--- config.mk ---
export PLATFORM = sky130hd
export DESIGN_NAME = window_eval_sched
export DESIGN_NICKNAME = d
export VERILOG_FILES = /design/src/rtl/window_eval_sched.sv
export SDC_FILE = /design/constraint.sdc
export NUM_CORES = 1
export LEC_CHECK = 0
export CAP_MARGIN = 20
export CELL_PAD_IN_SITES_DETAIL_PLACEMENT = 0
export CELL_PAD_IN_SITES_GLOBAL_PLACEMENT = 1
export CORE_UTILIZATION = 42
export CTS_BUF_LIST = sky130_fd_sc_hd__clkbuf_2 sky130_fd_sc_hd__clkbuf_4 sky130_fd_sc_hd__clkbuf_8
export DETAILED_ROUTE_END_ITERATION = 8
export MAX_ROUTING_LAYER = met4
export PLACE_DENSITY_LB_ADDON = 0.1
export SLEW_MARGIN = 30
export SYNTH_ARGS = -nofsm -noshare
export SYNTH_HDL_FRONTEND = slang
export SYNTH_SLANG_ARGS = --single-unit
--- constraint.sdc ---
create_clock -name clk -period 3.8 [get_ports clk]
set_clock_uncertainty 0.2 [all_clocks]
set_input_delay 0.57 -clock clk [delete_from_list [all_inputs] [get_ports clk]]
set_output_delay 0.57 -clock clk [all_outputs]
set_load 0.03 [all_outputs]
--- src/rtl/window_eval_sched.sv ---
// Shares one WIN_LEN-sample ones-count window evaluator among N_REQ channels.
// A granted channel runs cfg_windows back-to-back windows; round-robin picks the next owner.
module window_eval_sched #(
  parameter int N_REQ   = 4,
  parameter int WIN_LEN = 3,
  parameter int TARGET  = 2
) (
  input  logic                     clk,
  input  logic                     reset,
  input  logic [N_REQ-1:0]         req,
  input  logic [N_REQ-1:0]         w,
  input  logic [3:0]               cfg_windows,
  output logic [N_REQ-1:0]         grant,
  output logic                     busy,
  output logic                     win_valid,
  output logic                     win_match,
  output logic [$clog2(N_REQ)-1:0] win_owner,
  output logic                     done
);

  localparam int OW = $clog2(N_REQ);
  localparam int IW = (WIN_LEN > 1) ? $clog2(WIN_LEN) : 1;
  localparam int CW = $clog2(WIN_LEN + 1);

  typedef enum logic {IDLE, SAMPLE} state_t;

  state_t           state_q, state_d;
  logic [OW-1:0]    owner_q, owner_d;
  logic [OW-1:0]    last_q, last_d;
  logic [IW-1:0]    idx_q, idx_d;
  logic [CW-1:0]    ones_q, ones_d;
  logic [3:0]       left_q, left_d;
  logic [N_REQ-1:0] grant_q, grant_d;
  logic             busy_q, busy_d;
  logic             vld_q, vld_d;
  logic             match_q, match_d;
  logic [OW-1:0]    wown_q, wown_d;
  logic             done_q, done_d;

  logic             pick_found;
  logic [OW-1:0]    pick_idx;
  logic [OW-1:0]    cand_idx;
  logic [CW:0]      sum_w;

  // Round-robin scan starting just after the previous owner, wrapping around.
  always_comb begin
    pick_found = 1'b0;
    pick_idx   = '0;
    cand_idx   = '0;
    for (int i = 1; i <= N_REQ; i++) begin
      cand_idx = OW'((int'(last_q) + i) % N_REQ);
      if (!pick_found && req[cand_idx]) begin
        pick_found = 1'b1;
        pick_idx   = cand_idx;
      end
    end
  end

  assign sum_w = {1'b0, ones_q} + (CW+1)'(w[owner_q]);

  always_comb begin
    state_d = state_q;
    owner_d = owner_q;
    last_d  = last_q;
    idx_d   = idx_q;
    ones_d  = ones_q;
    left_d  = left_q;
    grant_d = grant_q;
    busy_d  = busy_q;
    vld_d   = 1'b0;
    match_d = 1'b0;
    wown_d  = wown_q;
    done_d  = 1'b0;
    case (state_q)
      IDLE: begin
        if (pick_found) begin
          state_d = SAMPLE;
          owner_d = pick_idx;
          grant_d = N_REQ'(1) << pick_idx;
          busy_d  = 1'b1;
          idx_d   = '0;
          ones_d  = '0;
          left_d  = (cfg_windows == 4'd0) ? 4'd1 : cfg_windows;
        end
      end
      SAMPLE: begin
        if (idx_q == IW'(WIN_LEN - 1)) begin
          vld_d   = 1'b1;
          match_d = (sum_w == (CW+1)'(TARGET));
          wown_d  = owner_q;
          idx_d   = '0;
          ones_d  = '0;
          if (left_q > 4'd1) begin
            left_d = left_q - 4'd1;
          end else begin
            grant_d = '0;
            busy_d  = 1'b0;
            done_d  = 1'b1;
            last_d  = owner_q;
            state_d = IDLE;
          end
        end else begin
          idx_d  = idx_q + IW'(1);
          ones_d = CW'(sum_w);
        end
      end
      default: state_d = IDLE;
    endcase
  end

  always_ff @(posedge clk) begin
    if (!reset) begin
      state_q <= IDLE;
      owner_q <= '0;
      last_q  <= OW'(N_REQ - 1);
      idx_q   <= '0;
      ones_q  <= '0;
      left_q  <= '0;
      grant_q <= '0;
      busy_q  <= 1'b0;
      vld_q   <= 1'b0;
      match_q <= 1'b0;
      wown_q  <= '0;
      done_q  <= 1'b0;
    end else begin
      state_q <= state_d;
      owner_q <= owner_d;
      last_q  <= last_d;
      idx_q   <= idx_d;
      ones_q  <= ones_d;
      left_q  <= left_d;
      grant_q <= grant_d;
      busy_q  <= busy_d;
      vld_q   <= vld_d;
      match_q <= match_d;
      wown_q  <= wown_d;
      done_q  <= done_d;
    end
  end

  assign grant     = grant_q;
  assign busy      = busy_q;
  assign win_valid = vld_q;
  assign win_match = match_q;
  assign win_owner = wown_q;
  assign done      = done_q;

endmodule

==> results of run 1 <==
## kinds of logic (layout without fill, tap and decap cells)
kind of cell | Yosys count | after routing | share of synthesized area (%)
adders and majority gates | 4 | 4 | 4.42
and+or+nand+nor | 51 | 51 | 24.5
AOI/OAI and AO/OA | 34 | 34 | 21.4
muxes | 4 | 4 | 4.64
buffers and inverters | 10 | 32 | 4.31
DFF | 23 | 23 | 40.7
## worst min path at each step
| stage | start | endpoint | depth (start not counted) | slack, ns |
|---|---|---|---|---|
| finish | win_owner[0] | win_owner[0] | 2 | 0.26 |
| detailed placement | win_owner[0] | win_owner[0] | 2 | 0.25 |
| CTS | win_owner[0] | win_owner[0] | 2 | 0.27 |
| global placement | win_owner[0] | win_owner[0] | 2 | 0.25 |
| floorplan | last_q[0] | last_q[0] | 2 | 0.26 |
| global route | win_owner[1] | win_owner[1] | 2 | 0.30 |
## flip-flops by register name, indices dropped and copies added (netlist names)
name and flops:
busy 1, done 1, grant 4, idx_q 2, last_q 2, left_q 4, ones_q 2, owner_q 2
state_q 1, win_match 1, win_owner 2, win_valid 1
## layout by cell type, fill, tap and decap left out, types with 2 or more instances in the layout
cell type	synthesis	layout
sky130_fd_sc_hd__o22ai_2	2	2
sky130_fd_sc_hd__o22ai_1	3	3
sky130_fd_sc_hd__o31ai_1	2	2
sky130_fd_sc_hd__nor2b_1	3	3
sky130_fd_sc_hd__inv_1	5	5
sky130_fd_sc_hd__a21oi_1	8	8
sky130_fd_sc_hd__nor2_1	9	9
sky130_fd_sc_hd__nor4_1	2	2
sky130_fd_sc_hd__nand3b_1	2	2
sky130_fd_sc_hd__nand2b_1	3	3
sky130_fd_sc_hd__mux2i_1	3	3
sky130_fd_sc_hd__a32oi_1	2	2
sky130_fd_sc_hd__nand3_1	3	3
sky130_fd_sc_hd__clkbuf_4	0	3
sky130_fd_sc_hd__nand2_1	16	16
sky130_fd_sc_hd__nor3_1	3	3
sky130_fd_sc_hd__clkdlybuf4s50_1	0	23
sky130_fd_sc_hd__dfxtp_1	23	23
sky130_fd_sc_hd__and2_1	2	2
sky130_fd_sc_hd__o21ai_1	3	3
sky130_fd_sc_hd__o21ai_0	3	3
sky130_fd_sc_hd__ha_1	4	4
## final cells by class
cell class                 count  area [µm²]
fill                         233        1120
multi-input combinational     93         623
sequential                    23         460
timing repair buffer          23         230
tap                           30        37.5
clock buffer                   3        22.5
inverter                       5        18.8
clock inverter                 1        5.00
## worst min-delay path: stages (launching register included)
cell and delay (ns):
sky130_fd_sc_hd__dfxtp_1 0.33, sky130_fd_sc_hd__nand2_1 0.05, sky130_fd_sc_hd__a21oi_1 0.05
## synth_stat cells (all sizes together) (2+ instances only)
cell type / number / share of area (%)
nand3: 3 / 1.3
clkbuf: 3 / 0.99
a32oi: 2 / 1.5
dfxtp: 23 / 41
nor2: 9 / 3.0
mux2i: 3 / 2.7
o22ai: 5 / 3.9
o31ai: 2 / 1.3
buf: 2 / 1.7
ha: 4 / 4.4
nand3b: 2 / 1.3
nor3: 3 / 1.3
or2: 2 / 1.1
and2: 2 / 1.1
nand2b: 4 / 2.4
nor4: 3 / 3.0
a21oi: 8 / 3.5
nor2b: 3 / 1.7
o21ai: 6 / 2.7
nand2: 16 / 5.3
inv: 5 / 1.7
## through the flow
| step | hold slack [ns] | std cells | area, µm² | setup slack (ns) |
|---|---|---|---|---|
| after floorplan | 0.256 | 126 | 1130 | 1.77 |
| after global placement | 0.251 | 174 | 1370 | 1.30 |
| after detailed placement | 0.252 | 174 | 1370 | 1.28 |
| after CTS | 0.270 | 178 | 1400 | 1.59 |
| after global routing | 0.304 | 178 | 1400 | 1.43 |
| final | 0.265 | 178 | 1400 | 1.61 |
## routing by layer
metal	vias up	global-route usage, %	wire [µm]
met3	2	3.39	83
met2	22	27.8	1080
met5	-	-	0
met4	0	9.21	18
met1	449	24.5	1170
li1	505	-	-
## where the power goes
| group | internal [mW] | switching, mW | leakage, nW |
|---|---|---|---|
| combinational | 0.0445 | 0.0432 | 0.301 |
| sequential | 0.253 | 0.0160 | 0.188 |
| clock | 0.0393 | 0.0736 | 0.0177 |
==> reports/results.md, run 1 <==
| Stage | Parameter | This run |
| --- | --- | --- |
| placement | Detailed placer's ending HPWL | 1.79 mm |
| floorplan | Die Area | 2910 µm² |
| detailed routing | Count of unresolved DRC violations after routing | 0 |
| power | Worst voltage drop across the vdd grid | 0.178 mV |
| run status | Result of the run | finished, final reports clean |
| synthesis | Warnings from Yosys | 0 |
| sta | Final-report setup violation count | 0 |
| floorplan | Row count | 18 |
| worst setup path | Critical path endpoint | ones_q[1] |
| grt | Tot GR Track Use | 18.9% |
| clocking | Clock buffers created by TritonCTS | 3 |
| clocking | CTS Hold Buffers Added | 0 |
| placement | Buffers added on ports | 23 |
| worst setup path | Worst reg2reg path startpoint | state_q |
| sta | Setup repair after global routing missed its margin | no |
| grt | Total grt overflow | 0 |
| floorplan | Area of the core | 2520 µm² |
| grt | Largest net degree at the start of global routing | 19 |
| clocking | Clock slew at the register clock pins of the worst setup and hold paths | 0.13 ns |
| worst setup path | Critical path launch point | w[3] |
| worst setup path | R2r setup slk | 1.62 ns |
| clocking | Number of H-tree levels | 1 |
| worst setup path | Worst Path Arrival | 2.19 ns |
| final layout | Final net count | 167 |
| min path | Tightest Hold Check Type | flop to flop |
| final layout | Ant diodes | 0 |
| floorplan | Initial standard-cell utilization of the core | 44.9% |
| worst setup path | Biggest cell delay along the critical path | 0.49 ns |
| clocking | Number of gates resized after cts | 0 |
| sta | Max Fclk | 457 MHz |
| synthesis | Flip-flop and latch count after synthesis | 23 |
| final layout | Post-route core utilization | 55.4% |
| worst setup path | Critical path depth in cells | 6 |
| detailed routing | Average wire per standard cell | 13.2 µm |
| job | Max-Cap Viols | 0 |
| floorplan | # IOs | 24 |
| worst setup path | CP max FO | 2 |
| synthesis | EDFF count, synth | 0 |
| floorplan | Vertical extent of the die | 53.9 µm |
| floorplan | Horizontal die dimension | 53.9 µm |
| synthesis | Count of distinct cell types in the synthesized netlist | 43 |
| worst setup path | Top cell family by delay on the critical path | multiplexers |
| worst setup path | CP bufs+invs | 1 |
| synthesis | Nets in the synthesized netlist | 144 |
| sta | Number of failing hold endpoints at the final stage | 0 |
| sta | Worst-margin pin slew | 0.748 ns |
| worst setup path | Critical path cell sequence | clkdlybuf4s50_1, mux4_2, ha_1, ha_1, a32oi_1, nor2_1 |
| grt | Antenna violations before repair | 0 |
| synthesis | Gate count after technology mapping | 126 |
| detailed routing | Via density per instance | 5.49 |
| worst setup path | Critical-path top delay cell | sky130_fd_sc_hd__mux4_2 |
| clocking | Clock insertion delay at the later pin of the skew report | 0.31 ns |
| worst setup path | Req. time, crit path | 3.80 ns |
| power | Power density of the placed cells | 336 nW/µm² |
| sta | Final slew viol count | 0 |
| grt | First-pass GRT wire length | 3.74 mm |
| grt | Number of global-route vias before repair | 859 |
| detailed routing | Number of nets with antenna violations after detailed routing | 0 |
| sta | Worst max-slew margin expressed relative to the limit | 49.5% |
| synthesis | Primary FF master, synth | sky130_fd_sc_hd__dfxtp_1 |
| clocking | Clock tree from TritonCTS | done |
| clocking | Maximum buffer depth of the clock tree | 2 |
| sta | Final clock period utilization by the worst path | 57.6% |
| power | Total leakage power | 0.506 nW |
| worst setup path | Setup crit end kind | flop |
| final layout | Area growth from synthesis to layout | 23.4% |
| detailed routing | Length of the first detailed-routing pass in iterations | 4 |
| final layout | Share of final-layout standard cells stronger than drive strength 1 | 8.11% |
| clocking | Cell at the root of the clock tree | sky130_fd_sc_hd__clkbuf_4 |
| synthesis | Async S/R FF share, synth | 0% |
| clocking | Setup repair bufs after CTS | 0 |
| sta | Minimum clock period after layout | 2.19 ns |
| synthesis | Mean cell area of the mapped netlist | 8.99 µm² |
| clocking | Clock sinks | 23 |
| worst setup path | CP Class | primary input to flop |
| detailed routing | Post-detailed-routing wire length | 2.34 mm |
| worst setup path | Dominant cell type by count on the critical path | sky130_fd_sc_hd__ha_1 |
| worst setup path | Worst reg2reg path endpoint | grant[2] |
| detailed routing | Via total after detailed routing | 978 |
| sta | Sum of negative setup slack | 0 ns |
| placement | Gp weighted congestion | 0.903 |
| synthesis | Sequential cell area fraction in the yosys report | 40.7% |
| power | Power Total | 0.470 mW |
| detailed routing | DRT iter0 DRCs | 24 |
| synthesis | Netlist area before placement | 1130 µm² |
| worst setup path | Startpoint class of the critical path | primary input |
| worst setup path | Worst Reg-to-Reg Cells | 4 |
Power figures use the tool's default switching activity.
==> run 2, diff against run 1 <==
- CORE_UTILIZATION: 42 -> 35
- clock period: 3.8 -> 1.8 ns (I/O delays scaled with it)
==> run 2 against run 1 <==
- the flow now finishes with violations (setup timing)
- routed wire length up 16%
- first-iteration DRC count up 13%
- count of clock-buffer cells in the layout unchanged
- core utilization down 1.5 points
- global-route usage down 0.99 points
- cell area up 18%
- critical path depth down 1
- worst hold slack better by 0.0012 ns
- via count up 7.6%
- non-clock buffer count up 23
- flip-flop and latch count unchanged
- combinational power rose to 2.8 times the previous value
==> reports/results.md, run 2 (synthesized netlist as in run 1, its figures left out) <==
| Stage | Parameter | This run |
| --- | --- | --- |
| placement | Buffers added on ports | 23 |
| clocking | Clock insertion delay at the later pin of the skew report | 0.31 ns |
| floorplan | Area of the core | 3050 µm² |
| detailed routing | Via density per instance | 4.89 |
| power | Register share of total power | 53.3% |
| detailed routing | Average wire per standard cell | 12.6 µm |
| final layout | Area taken by multi-input logic gates | 669 µm² |
| sta | Worst max-slew margin expressed relative to the limit | 58.7% |
| clocking | Clock tree from TritonCTS | done |
| detailed routing | Count of unresolved DRC violations after routing | 0 |
| grt | First-pass GRT wire length | 4.43 mm |
| worst setup path | Top cell family by delay on the critical path | multiplexers |
| worst setup path | R2r setup slk | -0.04 ns |
| worst setup path | Biggest cell delay along the critical path | 0.53 ns |
| power | Proportion of power drawn by combinational gates | 23.7% |
| floorplan | Row count | 20 |
| worst setup path | Dominant cell type by count on the critical path | sky130_fd_sc_hd__ha_4 |
| sta | Minimum clock period after layout | 1.84 ns |
| power | Cell-internal power | 0.751 mW |
| final layout | Area occupied by registers | 463 µm² |
| clocking | CTS Hold Buffers Added | 0 |
| worst setup path | CP Class | flop to flop |
| placement | Detailed placer's ending HPWL | 2.09 mm |
| worst setup path | Critical-path top delay cell | sky130_fd_sc_hd__mux4_2 |
| final layout | Final design instance area without fill | 1650 µm² |
| final layout | Fill cell instance count of the final layout | 304 |
| run status | Result of the run | finished, violations left |
| sta | Final clock period utilization by the worst path | 102% |
| worst setup path | Req. time, crit path | 1.81 ns |
| sta | Setup repair after global routing missed its margin | yes |
| sta | Max Fclk | 544 MHz |
| worst setup path | Setup crit end kind | flop |
| grt | Tot GR Track Use | 17.9% |
| sta | Worst-margin pin slew | 0.610 ns |
| final layout | Area growth from synthesis to layout | 45.3% |
| grt | Largest net degree at the start of global routing | 14 |
| worst setup path | Worst Path Arrival | 1.85 ns |
| placement | Setup WS pre-CTS | -0.356 ns |
| placement | Area after detailed placement | 1590 µm² |
| final layout | Ant diodes | 0 |
| clocking | Clock buffers created by TritonCTS | 3 |
| min path | Tightest Hold Check Type | flop to flop |
| detailed routing | Post-detailed-routing wire length | 2.71 mm |
| floorplan | Horizontal die dimension | 58.9 µm |
| power | Switch share | 28.5% |
| floorplan | Vertical extent of the die | 58.9 µm |
| detailed routing | Length of the first detailed-routing pass in iterations | 4 |
| clocking | Cell at the root of the clock tree | sky130_fd_sc_hd__clkbuf_4 |
| job | Max-Cap Viols | 0 |
| final layout | Share of final-layout standard cells stronger than drive strength 1 | 25.1% |
| detailed routing | Number of nets with antenna violations after detailed routing | 0 |
| placement | Gp weighted congestion | 0.864 |
| final layout | Final net count | 190 |
| placement | Total instance count after detailed placement | 211 |
| power | Power Total | 1.05 mW |
| run status | Violated checks | setup timing |
| grt | Total grt overflow | 0 |
| grt | Antenna violations before repair | 0 |
| worst setup path | CP max FO | 2 |
| clocking | Clock sinks | 23 |
| power | Total leakage power | 0.739 nW |
| sta | Final slew viol count | 0 |
| power | Worst voltage drop across the vdd grid | 0.386 mV |
| sta | PnR worst setup slack | -0.0393 ns |
| floorplan | Die Area | 3470 µm² |
| floorplan | Initial standard-cell utilization of the core | 37.1% |
| final layout | Count of non-filler cells in the finished layout | 215 |
| floorplan | # IOs | 24 |
| final layout | Commonest non-fill, non-tap cells in the layout | sky130_fd_sc_hd__buf_4, sky130_fd_sc_hd__dfxtp_1, sky130_fd_sc_hd__nand2_1 |
| power | Clock network fraction of design power | 22.9% |
| worst setup path | Critical path cell sequence | mux4_2, ha_4, ha_4, a32oi_1, nor2_1 |
| power | Net Switching | 0.299 mW |
| sta | Worst hold margin | 0.266 ns |
| clocking | Number of H-tree levels | 1 |
| detailed routing | DRT iter0 DRCs | 27 |
| sta | Final-report setup violation count | 1 |
| clocking | Maximum buffer depth of the clock tree | 2 |
| power | Power density of the placed cells | 639 nW/µm² |
| detailed routing | Via total after detailed routing | 1052 |
| grt | Number of global-route vias before repair | 994 |
| clocking | Clock slew at the register clock pins of the worst setup and hold paths | 0.13 ns |
| worst setup path | Startpoint class of the critical path | flop |
| sta | Number of failing hold endpoints at the final stage | 0 |
| worst setup path | CP bufs+invs | 0 |
| final layout | Most common cell after layout, fill and taps aside | sky130_fd_sc_hd__buf_4 |
-- run 2: cell count changes in the layout (fill, tap and decap cells not counted), moves of 2 or more --
cell / delta
sky130_fd_sc_hd__buf_4: +23
sky130_fd_sc_hd__clkdlybuf4s50_1: -14
sky130_fd_sc_hd__dlygate4sd2_1: +7
sky130_fd_sc_hd__dlymetal6s2s_1: +7
sky130_fd_sc_hd__ha_1: -3
sky130_fd_sc_hd__dfxtp_1: -2
sky130_fd_sc_hd__dfxtp_2: +2
sky130_fd_sc_hd__ha_4: +2
-- run 2: what timing repair did --
| item | CTS | global route |
|---|---|---|
| pin swaps | 1 | 2 |
| endpoints found under the setup margin | 9 | 10 |
| resized for setup | 8 | 13 |
| setup buffers | 0 | 0 |
| hold endpoints to repair | 0 | 0 |
-- run 2: layout make-up --
type                       instances  area share [%]
multi-input combinational         93            40.7
timing repair buffer              46            25.0
tap                               44            3.35
clock inverter                     1           0.304
clock buffer                       3            1.37
inverter                           5            1.14
sequential                        23            28.1
-- run 2: path summary, 6_finish.rpt --
| path | startpoint | endpoint | cells past startpoint |
|---|---|---|---|
| max | owner_q[0] | ones_q[1] | 5 |
| max reg2reg | owner_q[0] | ones_q[1] | 5 |
| min | win_owner[0] | win_owner[0] | 2 |
| min reg2reg | win_owner[0] | win_owner[0] | 2 |
-- run 2: power groups by stage --
stage,clock [mW],combinational (mW),sequential [mW]
after floorplan,0,0.121,0.581
after global placement,0,0.241,0.570
after detailed placement,0,0.246,0.571
after CTS,0.253,0.243,0.560
after global routing,0.282,0.274,0.564
final,0.241,0.249,0.560
-- run 2: tightest hold or removal path, cell delays in order (launching register included) --
cell	delay, ns
sky130_fd_sc_hd__dfxtp_1	0.33
sky130_fd_sc_hd__nand2_1	0.05
sky130_fd_sc_hd__a21oi_1	0.05
-- run 2: layer usage --
layer	GRT usage, %	wire length (µm)	vias to the layer above
met5	-	0	-
met4	6.12	12	0
met3	3.08	97	2
li1	-	-	550
met2	29.5	1310	19
met1	21.9	1290	481
-- run 2: stage by stage --
stage	setup TNS [ns]	util, %
CTS	-0.0432	52.7
detailed placement	-3.09	52.0
global route	-0.0770	53.9
finish	-0.0393	53.9
floorplan	0	-
global placement	-2.78	52.0
